<file path="config.mk">
export PLATFORM = sky130hd
export DESIGN_NAME = pic_command_sequencer
export DESIGN_NICKNAME = d
export VERILOG_FILES = /design/src/rtl/pic_pkg.sv /design/src/rtl/pic_cmd_decode.sv /design/src/rtl/pic_command_sequencer.sv
export SDC_FILE = /design/constraint.sdc
export NUM_CORES = 1
export LEC_CHECK = 0
export ABC_CLOCK_PERIOD_IN_PS = 1720
export CAP_MARGIN = 20
export CORE_MARGIN = 10
export CORE_UTILIZATION = 47
export CTS_BUF_LIST = sky130_fd_sc_hd__clkbuf_4
export DETAILED_ROUTE_END_ITERATION = 8
export GPL_TIMING_DRIVEN = 0
export PLACE_DENSITY = 0.79
export SKIP_CTS_REPAIR_TIMING = 1
export SYNTH_ARGS = -nofsm -noshare
export SYNTH_HDL_FRONTEND = slang
export SYNTH_HIERARCHICAL = 1
export SYNTH_SLANG_ARGS = --single-unit
export TNS_END_PERCENT = 5
</file>
<file path="constraint.sdc">
create_clock -name clk -period 1.72 [get_ports clk]
set_clock_uncertainty 0.05 [all_clocks]
set_input_delay 0.258 -clock clk [delete_from_list [all_inputs] [get_ports clk]]
set_output_delay 0.258 -clock clk [all_outputs]
set_load 0.02 [all_outputs]
</file>
<file path="src/rtl/pic_pkg.sv">
// Shared types and constants for the PIC command sequencer.
package pic_pkg;

    typedef enum logic [2:0] {
        WAIT_ICW1,
        WAIT_ICW2,
        WAIT_ICW3,
        WAIT_ICW4,
        READY
    } state_t;

    typedef enum logic [2:0] {
        CMD_NONE,
        CMD_ICW1,
        CMD_HI,
        CMD_OCW2,
        CMD_OCW3
    } cmd_t;

    localparam logic [2:0] ROT_AEOI_CLR = 3'b000;
    localparam logic [2:0] NS_EOI       = 3'b001;
    localparam logic [2:0] SP_EOI       = 3'b011;
    localparam logic [2:0] ROT_AEOI_SET = 3'b100;
    localparam logic [2:0] ROT_NS_EOI   = 3'b101;
    localparam logic [2:0] SET_PRI      = 3'b110;
    localparam logic [2:0] ROT_SP       = 3'b111;

    localparam int unsigned ICW1_IC4  = 0;
    localparam int unsigned ICW1_SNGL = 1;
    localparam int unsigned ICW1_LTIM = 3;
    localparam int unsigned ICW1_SEL  = 4;

    localparam int unsigned ICW4_UPM  = 0;
    localparam int unsigned ICW4_AEOI = 1;
    localparam int unsigned ICW4_MS   = 2;
    localparam int unsigned ICW4_BUF  = 3;
    localparam int unsigned ICW4_SFNM = 4;

    localparam int unsigned OCW3_RIS  = 0;
    localparam int unsigned OCW3_RR   = 1;
    localparam int unsigned OCW3_P    = 2;
    localparam int unsigned OCW3_SEL  = 3;
    localparam int unsigned OCW3_SMM  = 5;
    localparam int unsigned OCW3_ESMM = 6;

    // State that follows ICW2: ICW3 only for cascaded setups, then ICW4 if requested.
    function automatic state_t next_after_icw2(input logic cascaded, input logic ic4);
        if (cascaded)
            return WAIT_ICW3;
        else if (ic4)
            return WAIT_ICW4;
        else
            return READY;
    endfunction

endpackage

</file>
<file path="src/rtl/pic_cmd_decode.sv">
// Classifies a CPU write by {A0, D4, D3}; ICW1 wins over every other decode.
module pic_cmd_decode
    import pic_pkg::*;
(
    input  logic strobe,
    input  logic a0,
    input  logic d4,
    input  logic d3,
    output cmd_t cmd
);

    always_comb begin
        cmd = CMD_NONE;
        if (strobe) begin
            if (!a0 && d4)
                cmd = CMD_ICW1;
            else if (a0)
                cmd = CMD_HI;
            else if (d3)
                cmd = CMD_OCW3;
            else
                cmd = CMD_OCW2;
        end
    end

endmodule

</file>
<file path="src/rtl/pic_command_sequencer.sv">
// ICW sequencing, configuration/mask registers and OCW command pulses.
// Define CASCADE_EN to enable the ICW3 step, cascade_cfg and ms.
module pic_command_sequencer
    import pic_pkg::*;
(
    input  logic       clk,
    input  logic       reset,
    input  logic       write_strobe,
    input  logic       A0,
    input  logic [7:0] internal_bus,
    output logic       init_done,
    output logic       ltim,
    output logic       sngl,
    output logic       ic4,
    output logic [4:0] vector_base,
    output logic [7:0] cascade_cfg,
    output logic       upm,
    output logic       aeoi,
    output logic       ms,
    output logic       buf_mode,
    output logic       sfnm,
    output logic [7:0] imr,
    output logic       special_mask,
    output logic       read_isr,
    output logic       rotate_aeoi,
    output logic       ocw2_valid,
    output logic [2:0] ocw2_cmd,
    output logic [2:0] ocw2_level,
    output logic       poll_req,
    output logic       icw1_clear
);

    state_t state;
    cmd_t   cmd;
    state_t icw2_next;
    state_t icw3_next;
    logic   cascaded;

    pic_cmd_decode u_decode (
        .strobe (write_strobe),
        .a0     (A0),
        .d4     (internal_bus[ICW1_SEL]),
        .d3     (internal_bus[OCW3_SEL]),
        .cmd    (cmd)
    );

`ifdef CASCADE_EN
    assign cascaded = ~sngl;
`else
    assign cascaded = 1'b0;
    assign cascade_cfg = 8'h00;
    assign ms = 1'b0;
`endif

    assign icw2_next = next_after_icw2(cascaded, ic4);
    assign icw3_next = ic4 ? WAIT_ICW4 : READY;

    always_ff @(posedge clk or posedge reset) begin
        if (reset) begin
            state        <= WAIT_ICW1;
            init_done    <= 1'b0;
            ltim         <= 1'b0;
            sngl         <= 1'b0;
            ic4          <= 1'b0;
            vector_base  <= 5'h00;
            upm          <= 1'b0;
            aeoi         <= 1'b0;
            buf_mode     <= 1'b0;
            sfnm         <= 1'b0;
            imr          <= 8'h00;
            special_mask <= 1'b0;
            read_isr     <= 1'b0;
            rotate_aeoi  <= 1'b0;
            ocw2_valid   <= 1'b0;
            ocw2_cmd     <= 3'b000;
            ocw2_level   <= 3'b000;
            poll_req     <= 1'b0;
            icw1_clear   <= 1'b0;
`ifdef CASCADE_EN
            cascade_cfg  <= 8'h00;
            ms           <= 1'b0;
`endif
        end else begin
            ocw2_valid <= 1'b0;
            poll_req   <= 1'b0;
            icw1_clear <= 1'b0;
            case (cmd)
                CMD_ICW1: begin
                    ltim         <= internal_bus[ICW1_LTIM];
                    sngl         <= internal_bus[ICW1_SNGL];
                    ic4          <= internal_bus[ICW1_IC4];
                    imr          <= 8'h00;
                    special_mask <= 1'b0;
                    read_isr     <= 1'b0;
                    rotate_aeoi  <= 1'b0;
                    upm          <= 1'b0;
                    aeoi         <= 1'b0;
                    buf_mode     <= 1'b0;
                    sfnm         <= 1'b0;
`ifdef CASCADE_EN
                    ms           <= 1'b0;
`endif
                    init_done    <= 1'b0;
                    icw1_clear   <= 1'b1;
                    state        <= WAIT_ICW2;
                end
                CMD_HI: begin
                    case (state)
                        WAIT_ICW2: begin
                            vector_base <= internal_bus[7:3];
                            state       <= icw2_next;
                            init_done   <= (icw2_next == READY);
                        end
`ifdef CASCADE_EN
                        WAIT_ICW3: begin
                            cascade_cfg <= internal_bus;
                            state       <= icw3_next;
                            init_done   <= (icw3_next == READY);
                        end
`endif
                        WAIT_ICW4: begin
                            upm       <= internal_bus[ICW4_UPM];
                            aeoi      <= internal_bus[ICW4_AEOI];
                            buf_mode  <= internal_bus[ICW4_BUF];
                            sfnm      <= internal_bus[ICW4_SFNM];
`ifdef CASCADE_EN
                            ms        <= internal_bus[ICW4_MS];
`endif
                            state     <= READY;
                            init_done <= 1'b1;
                        end
                        READY:   imr <= internal_bus;
                        default: ;
                    endcase
                end
                CMD_OCW2: begin
                    if (state == READY) begin
                        ocw2_valid <= 1'b1;
                        ocw2_cmd   <= internal_bus[7:5];
                        ocw2_level <= internal_bus[2:0];
                        if (internal_bus[7:5] == ROT_AEOI_SET)
                            rotate_aeoi <= 1'b1;
                        else if (internal_bus[7:5] == ROT_AEOI_CLR)
                            rotate_aeoi <= 1'b0;
                    end
                end
                CMD_OCW3: begin
                    if (state == READY) begin
                        if (internal_bus[OCW3_ESMM])
                            special_mask <= internal_bus[OCW3_SMM];
                        if (internal_bus[OCW3_RR])
                            read_isr <= internal_bus[OCW3_RIS];
                        if (internal_bus[OCW3_P])
                            poll_req <= 1'b1;
                    end
                end
                default: ;
            endcase
        end
    end

endmodule

</file>
=== Word-level counts from Yosys, hierarchy flattened ===
Cells that the tools add are included.

* Bits in registers: 36
* Input port bits: 12

* Eq/ne operators: 17
* Reductions and logical operators: 14
* Multiplexer cells: 35

{| class="wikitable"
|+ Operators with widths
! cell !! count
|-
| $pmux 1 s2 || 9
|-
| $mux 1 || 17
|-
| $pmux 8 s2 || 1
|-
| $mux 3 || 5
|-
| $eq 3x3->1 const B || 4
|-
| $ne 2x2->1 const B || 6
|-
| $pmux 3 s2 || 2
|-
| $reduce_and 2->1 || 5
|-
| $eq 3x2->1 const B || 3
|-
| $reduce_and 3->1 || 3
|-
| $mux 8 || 1
|-
| $eq 3x1->1 const B || 2
|-
| $ne 3x3->1 const B || 2
|-
| $reduce_bool 2->1 || 3
|-
| $logic_not 3->1 || 1
|-
| $logic_and 1x1->1 || 1
|-
| $logic_not 1->1 || 1
|}

=== Depth between registers and ports, before layout ===
Gate-level depths: netlist of run 1.

* Depth after elaboration: 7
* Mapped depth: 8

=== Hierarchy ===
The synthesis of run 1 kept the hierarchy.

{| class="wikitable"
|+ By module, submodules not included
! module !! sequential area each (µm²) !! cells each !! times used !! area each (µm²)
|-
| pic_command_sequencer || 875.8 || 145 || 1 || 1,615.3
|-
| pic_cmd_decode || 0.0 || 5 || 1 || 46.3
|}

=== Least setup slack after synthesis of run 1 ===
Ideal clock, no wire load.

* Kind: register to register
* From: register init_done (netlist name)
* To: register ocw2_cmd[0]
* Arrival: 1.478 ns
* Slack: 0.064 ns
* Stages on the path, launching flop included: 4
* Clock period less this slack: 1.656 ns
* Buffers on the path: 0
* Path through: dfrtp_1 -> or3b_1 -> nor2_4 -> mux2_1

{| class="wikitable"
|+ RTL lines
! what !! RTL line !! source
|-
| end signal: assignment || pic_command_sequencer.sv:139 || <nowiki>ocw2_cmd <= internal_bus[7:5];</nowiki>
|-
| end: declaration || pic_command_sequencer.sv:27 || <nowiki>output logic [2:0] ocw2_cmd,</nowiki>
|}

=== Worst setup path in the final report of run 1 ===
* From: register rotate_aeoi
* To: output rotate_aeoi

{| class="wikitable"
|+ RTL lines
! what !! RTL line !! source
|-
| start: declaration || pic_command_sequencer.sv:25 || <nowiki>output logic rotate_aeoi,</nowiki>
|-
| start signal: assignment || pic_command_sequencer.sv:73 || <nowiki>rotate_aeoi <= 1'b0;</nowiki>
|-
| start signal: assignment || pic_command_sequencer.sv:95 || <nowiki>rotate_aeoi <= 1'b0;</nowiki>
|-
| start signal: assignment || pic_command_sequencer.sv:142 || <nowiki>rotate_aeoi <= 1'b1;</nowiki>
|}

No word-level cell between the ends.

==> run_results.csv, run 1 <==
group,metric,value,unit
status,status,"finished clean",
floorplan,core,0.00339,mm2
yosys,synthSimpleGateAreaFrac,18.8,%
run,cap_violations,0,
global_route,first_global_vias,1338,
routing,ant_nets,0,
critical_path,worst-path-buf-inv,1,
yosys,syn-cell-area,0.00166,mm2
yosys,synthAdderAreaFrac,0,%
critical_path,crit_type,"reg -> out",
critical_path,arrival,1.35,ns
timing,fin_tns_setup,0,ns
timing,rsz0062_at_grt,"no",
floorplan,die_h,79.5,um
critical_path,crit_end,"rotate_aeoi",
yosys,synth.distinct_cells,40,
placed_design,io_buffers,44,
yosys,synthArstFlopShare,100,%
floorplan,dieArea,0.00631,mm2
floorplan,die_x,79.5,um
yosys,synth_xor_area_share,0,%
yosys,synth_top_area_share,52.7,%
clock_network,cts_buffer_depth,2,
clock_network,clk_latency,0.34,ns
final_layout,final_cell_mix,"clkdlybuf4s50_1, dfrtp_1, nand2_1, nand3_1, buf_4",
power_and_ir_drop,ir_worst_vdd,0.856,mV
final_layout,area_delta_synth_final,40.3,%
critical_path,reg2reg_slack,0.08,ns
routing,first_iter_violations,92,
timing,worst_hold_slack,0.196,ns
yosys,synth_top_family_by_area,"simple AND/OR/NAND/NOR gates",
critical_path,worstSetupEndpointType,"output port",
final_layout,final_common_cell,"clkdlybuf4s50_1",
clock_network,clock_tree.root_cell,"clkbuf_4",
timing,finalSetupViolations,0,
timing,tightest_slew,0.727,ns
timing,fin_crit_sh,96.5,%
critical_path,path_delay_family,"buffers and inverters",
routing,num_vias,1308,
critical_path,required,1.41,ns
routing,via_per_inst,5.11,
yosys,avgSynthCellArea,11.1,um2
power_and_ir_drop,power.density,1320,mW/mm2
final_layout,layout-drive-gt1-share,19.0,%
critical_path,startpoint,"rotate_aeoi",
global_route,grtUsageTotal,13.6,%
critical_path,path_depth,1,
timing,fin_crit,1.66,ns
critical_path,worst-path-max-fanout,3,
yosys,synthMuxAreaShare,9.86,%
floorplan,start_util,49.0,%
global_route,antenna_found_initial,0,
critical_path,max_stage_delay,0.63,ns
timing,drv_slew,0,
critical_path,ff2ff_path_depth,3,
clock_network,h-tree-depth,2,
clock_network,cts_tree,"yes",
routing,drc,0,
routing,wl,4.22,mm
global_route,overflow,0,
global_route,grt_pass1_wl,6.73,mm
worst_hold_path,hold_path_class,"in -> reg",
global_route,grt_max_degree,20,
timing,max_freq,602,MHz
yosys,ys_ff_latch,35,
yosys,yosys-top-cells-area,"dfrtp_1, mux2_1, buf_4",
placed_design,dpl.hpwl,3.28,mm
power_and_ir_drop,p_leak,1.14,nW
placed_design,place.gp.congestion,0.760,
power_and_ir_drop,power,3.08,mW
yosys,synth_top_area_cell,"dfrtp_1",
clock_network,cts.sinks,35,
floorplan,rows,21,
floorplan,ios,54,
final_layout,nets,221,
clock_network,cts_buffers,5,
critical_path,reg2reg_to,"ocw2_cmd[0]",
routing,drtPass1Iterations,4,
yosys,synthCells,150,
yosys,synth_edf_count,0,
critical_path,rr_startpoint,"state[0]",
yosys,yosys_warnings,6,
critical_path,cp-start-kind,"flip-flop",
timing,finalHoldViolCount,0,
yosys,synth-compound-area-share,9.71,%
timing,maxSlewHeadroom,51.5,%
final_layout,n_antenna_cell,0,
critical_path,crit_chain,"clkdlybuf4s50_1",
yosys,yosysSeqAreaShare,52.7,%
critical_path,slowest_stage,"clkdlybuf4s50_1",
placed_design,dpl_worst_slack,-0.774,ns
routing,wire_per_inst,16.5,um
yosys,synth_top_flop_cell,"dfrtp_1",
timing,fin_ws,0.0597,ns
clock_network,clkTransAtPathRegs,0.10,ns
==> cell type report <==
type,instances,area (um2)
Timing Repair Buffer,45,480
Tap cell,46,57.6
Multi-Input combinational cell,97,698
Buffer,16,126
Clock inverter,1,5.00
Fill cell,274,1060
Sequential cell,35,877
Inverter,9,33.8
Clock buffer,7,52.6
==> power by group <==
part           switching, mW  internal, mW
Sequential             0.172          1.07
Combinational          0.700         0.677
Clock                  0.268         0.191
==> worst min path at each step <==
stage,endpoint,from,slack [ns],cells after the start
after floorplan,sfnm,internal_bus[4],0.34,2
after global placement,sngl,sngl,0.42,2
after detailed placement,ocw2_cmd[1],ocw2_cmd[1],0.42,1
after CTS,special_mask,reset,0.31,2
after global routing,sfnm,internal_bus[4],0.21,3
final,sfnm,internal_bus[4],0.20,3
==> state kept, by name (all words and copies together), names as in the netlist, 2 cells and up <==
name         cells
ocw2_level       3
ocw2_cmd         3
state            2
imr              8
vector_base      5
==> synthesized netlist by cell type (2+ instances only) <==
cell / number
nand2_1: 14
nand3b_1: 2
mux2_1: 7
nand3_1: 11
or3b_1: 2
o2111ai_1: 2
nor3b_2: 2
mux2_2: 4
o21ai_1: 9
buf_4: 9
buf_2: 5
dfrtp_1: 35
nor2_1: 3
and3_1: 2
nor3b_1: 2
a22o_1: 2
o22a_1: 2
mux2i_1: 4
and3b_1: 2
a211o_1: 3
clkbuf_1: 2
inv_1: 8
==> layer usage <==
| layer | wire length (um) | GRT usage (%) | share of wire [%] | vias to the layer above |
|---|---|---|---|---|
| met5 | 0 | 0 | 0 | - |
| met4 | 104 | 6.99 | 2.5 | 0 |
| met3 | 403 | 5.97 | 9.6 | 9 |
| met2 | 2130 | 22.2 | 51 | 49 |
| met1 | 1580 | 14.7 | 37 | 626 |
| li1 | - | - | - | 624 |
==> metrics by stage <==
step | cell area (um2) | cells | util (%)
after floorplan | 1690 | 158 | -
after global placement | 2190 | 248 | 64.6
after detailed placement | 2220 | 249 | 65.4
after CTS | 2270 | 257 | 67.1
after global routing | 2330 | 256 | 68.8
final | 2330 | 256 | 68.8
==> cells by family after synthesis <==
logic type | after synthesis
simple gates | 50
flops | 35
buf+inv | 26
compound gates | 23
mux | 15
other cells | 1
Note: power is estimated with default switching activity, not from simulation.
==> run 2, diff against run 1 <==
Settings changed: CAP_MARGIN 20 to 0.
==> run_results.csv, run 2 (synthesized netlist as in run 1, its figures left out) <==
group,metric,value,unit
power_and_ir_drop,p_leak,1.20,nW
global_route,first_global_vias,1335,
critical_path,cp-start-kind,"flip-flop",
floorplan,rows,21,
clock_network,clk_latency,0.33,ns
final_layout,top_regs,"imr x8, vector_base x5",
global_route,overflow,0,
critical_path,path_delay_family,"buffers and inverters",
critical_path,slowest_stage,"clkdlybuf4s50_1",
timing,drv_slew,0,
timing,max_freq,606,MHz
timing,fin_ws,0.0702,ns
routing,num_vias,1337,
timing,rsz0062_at_grt,"yes",
critical_path,max_stage_delay,0.63,ns
timing,fin_crit,1.65,ns
final_layout,final_common_cell,"clkdlybuf4s50_1",
placed_design,place.gp.congestion,0.760,
critical_path,crit_chain,"clkdlybuf4s50_1",
final_layout,fin_area,0.00239,mm2
timing,finalSetupViolations,0,
global_route,grt_pass1_wl,6.71,mm
placed_design,dpl_worst_slack,-0.768,ns
routing,wl,4.19,mm
routing,via_per_inst,5.12,
timing,finalHoldViolCount,0,
floorplan,start_util,49.0,%
critical_path,required,1.41,ns
floorplan,die_h,79.5,um
critical_path,arrival,1.34,ns
global_route,grt_max_degree,36,
clock_network,cts_buffers,5,
routing,drc,0,
status,status,"finished clean",
floorplan,core,0.00339,mm2
critical_path,crit_type,"reg -> out",
worst_hold_path,hold_path_class,"in -> async",
clock_network,clock_tree.root_cell,"clkbuf_4",
placed_design,placed_area,0.00219,mm2
final_layout,layout-drive-gt1-share,21.4,%
routing,first_iter_violations,79,
final_layout,n_antenna_cell,0,
power_and_ir_drop,power,3.21,mW
placed_design,dpl.cell_count,248,
timing,fin_crit_sh,95.9,%
final_layout,regMostFlops,"imr",
clock_network,cts_buffer_depth,2,
final_layout,instances_no_fill,261,
floorplan,ios,54,
critical_path,worst-path-max-fanout,2,
power_and_ir_drop,ir_worst_vdd,0.777,mV
global_route,grtUsageTotal,13.3,%
clock_network,clkTransAtPathRegs,0.12,ns
routing,drtPass1Iterations,4,
floorplan,die_x,79.5,um
run,cap_violations,0,
critical_path,worst-path-buf-inv,1,
placed_design,io_buffers,44,
global_route,antenna_found_initial,0,
routing,ant_nets,0,
clock_network,cts_tree,"yes",
clock_network,h-tree-depth,2,
final_layout,fillers,246,
final_layout,final_cell_mix,"clkdlybuf4s50_1, dfrtp_1, nand2_1, buf_4, nand3_1",
power_and_ir_drop,power.density,1340,mW/mm2
final_layout,area_delta_synth_final,44.1,%
floorplan,dieArea,0.00631,mm2
critical_path,worstSetupEndpointType,"output port",
routing,wire_per_inst,16.0,um
placed_design,dpl.hpwl,3.12,mm
final_layout,utilization,70.6,%
final_layout,nets,226,
clock_network,cts.sinks,35,
final_layout,largest_reg_flops,8,
-- run 2: cell types whose count changed in the layout (fill, tap and decap cells not counted), sizes merged --
cell and change:
buf +4, bufinv +1, inv -1, clkbuf -1
clkinv +2, dlymetal6s2s +2, clkdlybuf4s50 -2
-- run 2: path summary, 6_finish.rpt --
path	cells past startpoint	startpoint	slack, ns	to
min in group clk	3	internal_bus[3]	0.18	imr[3]
worst max-delay path	1	ocw2_level[2]	0.07	ocw2_level[2]
worst max register to register	3	state[0]	0.09	ocw2_cmd[0]
worst min-delay path	2	reset	0.12	imr[2]
max in group asynchronous	3	reset	1.04	init_done
worst min register to register	1	ocw2_cmd[1]	0.44	ocw2_cmd[1]
-- run 2: power breakdown --
| group | leakage, nW | internal, mW | switching (mW) | total, mW |
|---|---|---|---|---|
| combinational | 0.698 | 0.681 | 0.696 | 1.38 |
| clock | 0.0426 | 0.299 | 0.280 | 0.579 |
| sequential | 0.458 | 1.07 | 0.175 | 1.25 |
| total | 1.20 | 2.05 | 1.15 | 3.21 |
-- run 2: stage by stage --
step	TNS, ns	hold WS (ns)
after global routing	-0.0363	0.125
after global placement	-21.60	0.417
after CTS	-8.06	0.448
final	0	0.122
after floorplan	0	0.339
after detailed placement	-25.74	0.424
-- run 2: area by class of cell --
class / count / area, um2 / area share [%]
Inverter: 9 / 36.3 / 1.52
Multi-Input combinational cell: 97 / 702 / 29.3
Sequential cell: 35 / 878 / 36.7
Tap cell: 46 / 57.6 / 2.40
Clock buffer: 5 / 37.5 / 1.57
Timing Repair Buffer: 49 / 513 / 21.4
Clock inverter: 3 / 38.8 / 1.62
Buffer: 17 / 130 / 5.44
-- run 2: metal layers --
metal	part of all wire, %	wire, um	up-vias	GRT usage, %
met4	2.4	102	0	5.20
li1	-	-	636	-
met2	50	2090	41	21.6
met1	39	1650	649	15.2
met5	0	0	-	0
met3	8.4	350	11	5.52
==> run 3, diff against run 2 <==
Settings changed: CORE_UTILIZATION 47 to 30, GPL_ROUTABILITY_DRIVEN from default to 0, PLACE_DENSITY 0.79 to 0.54.
==> run_results.csv, run 3 (synthesized netlist as in run 1, its figures left out) <==
group,metric,value,unit
timing,finalSetupViolations,0,
timing,fin_tns_setup,0,ns
critical_path,arrival,1.35,ns
placed_design,dpl_worst_slack,-0.840,ns
timing,fin_crit,1.66,ns
critical_path,required,1.41,ns
placed_design,dpl.hpwl,3.01,mm
clock_network,cts_buffer_depth,2,
timing,fin_crit_sh,96.6,%
clock_network,clock_tree.root_cell,"clkbuf_4",
routing,first_iter_violations,34,
timing,fin_ws,0.0586,ns
final_layout,regMostFlops,"imr",
routing,ant_nets,0,
critical_path,crit_type,"reg -> out",
routing,via_per_inst,4.47,
final_layout,largest_reg_flops,8,
power_and_ir_drop,power,3.02,mW
clock_network,cts.sinks,35,
critical_path,cp-start-kind,"flip-flop",
critical_path,crit_chain,"clkdlybuf4s50_1",
final_layout,final_common_cell,"clkdlybuf4s50_1",
power_and_ir_drop,p_leak,1.09,nW
final_layout,area_delta_synth_final,41.1,%
critical_path,slowest_stage,"clkdlybuf4s50_1",
timing,worst_hold_slack,0.167,ns
floorplan,ios,54,
run,cap_violations,0,
global_route,grt_max_degree,36,
final_layout,nets,222,
power_and_ir_drop,power.density,1290,mW/mm2
clock_network,h-tree-depth,2,
placed_design,io_buffers,44,
timing,tightest_slew,0.753,ns
global_route,grtUsageTotal,9.28,%
critical_path,path_delay_family,"buffers and inverters",
floorplan,dieArea,0.00892,mm2
floorplan,rows,27,
global_route,grt_pass1_wl,6.67,mm
global_route,overflow,0,
floorplan,die_h,94.4,um
worst_hold_path,hold_path_depth,3,
floorplan,start_util,30.5,%
worst_hold_path,hold_path_class,"in -> reg",
timing,rsz0062_at_grt,"no",
timing,maxSlewHeadroom,49.7,%
final_layout,layout-drive-gt1-share,20.5,%
final_layout,final_cell_mix,"clkdlybuf4s50_1, dfrtp_1, nand2_1, buf_4, nand3_1",
clock_network,clkTransAtPathRegs,0.10,ns
floorplan,die_x,94.4,um
critical_path,worstSetupEndpointType,"output port",
clock_network,cts_buffers,5,
power_and_ir_drop,ir_worst_vdd,0.595,mV
routing,drc,0,
critical_path,worst-path-max-fanout,3,
routing,drtPass1Iterations,4,
final_layout,n_antenna_cell,0,
critical_path,ff2ff_path_depth,3,
timing,finalHoldViolCount,0,
routing,num_vias,1260,
clock_network,clk_latency,0.34,ns
status,status,"finished clean",
critical_path,max_stage_delay,0.62,ns
critical_path,path_depth,1,
global_route,antenna_found_initial,0,
final_layout,fillers,534,
routing,wl,4.11,mm
timing,drv_slew,0,
global_route,first_global_vias,1331,
critical_path,worst-path-buf-inv,1,
routing,wire_per_inst,14.6,um
floorplan,core,0.00544,mm2
timing,max_freq,602,MHz
final_layout,top_regs,"imr x8, vector_base x5",
clock_network,cts_tree,"yes",
-- run 3: cell types whose count changed in the layout (fill, tap and decap cells not counted) --
| cell | before | now |
|---|---|---|
| bufinv_16 | 1 | 0 |
| clkinv_1 | 2 | 1 |
| buf_16 | 1 | 0 |
| clkbuf_4 | 6 | 7 |
| clkbuf_1 | 1 | 0 |
| clkdlybuf4s50_1 | 34 | 38 |
| dlymetal6s2s_1 | 9 | 5 |
| buf_4 | 13 | 12 |
| inv_2 | 0 | 1 |
| buf_2 | 2 | 0 |
-- run 3: cell type report --
type,count,area (um2),area share (%)
well taps,72,90.1,3.84
clock buffers,5,37.5,1.60
inverters,9,36.3,1.55
clock inverters,2,8.76,0.374
repair buffers,46,463,19.7
plain buffers,16,129,5.50
multi-input cells,97,702,29.9
flip-flops and latches,35,878,37.5
-- run 3: report_power, final --
group          total [mW]  internal [mW]  switching (mW)
clock               0.415          0.145           0.270
combinational        1.36          0.677           0.682
sequential           1.24           1.07           0.170
total                3.02           1.90            1.12
-- run 3: path summary, 6_finish.rpt --
kind / startpoint / to / slack, ns
worst max-delay path: rotate_aeoi / rotate_aeoi / 0.06
worst min-delay path: internal_bus[3] / imr[3] / 0.17
worst max register to register: state[0] / ocw2_level[0] / 0.08
worst min register to register: sngl / sngl / 0.44
max in group asynchronous: reset / init_done / 0.78
min in group asynchronous: reset / poll_req / 0.31
-- run 3: metrics by stage --
stage,util [%],instance area [um2],cells
after floorplan,-,1690,158
after global placement,40.9,2220,274
after detailed placement,40.9,2220,274
after CTS,41.7,2270,281
after global routing,43.1,2340,282
final,43.1,2340,282
-- run 3: per-layer routing --
metal | wire length, um | vias up | GRT usage [%]
li1 | - | 626 | -
met1 | 1790 | 597 | 11.6
met2 | 1920 | 35 | 13.7
met3 | 385 | 2 | 4.68
met4 | 20 | 0 | 2.66
met5 | 0 | - | 0
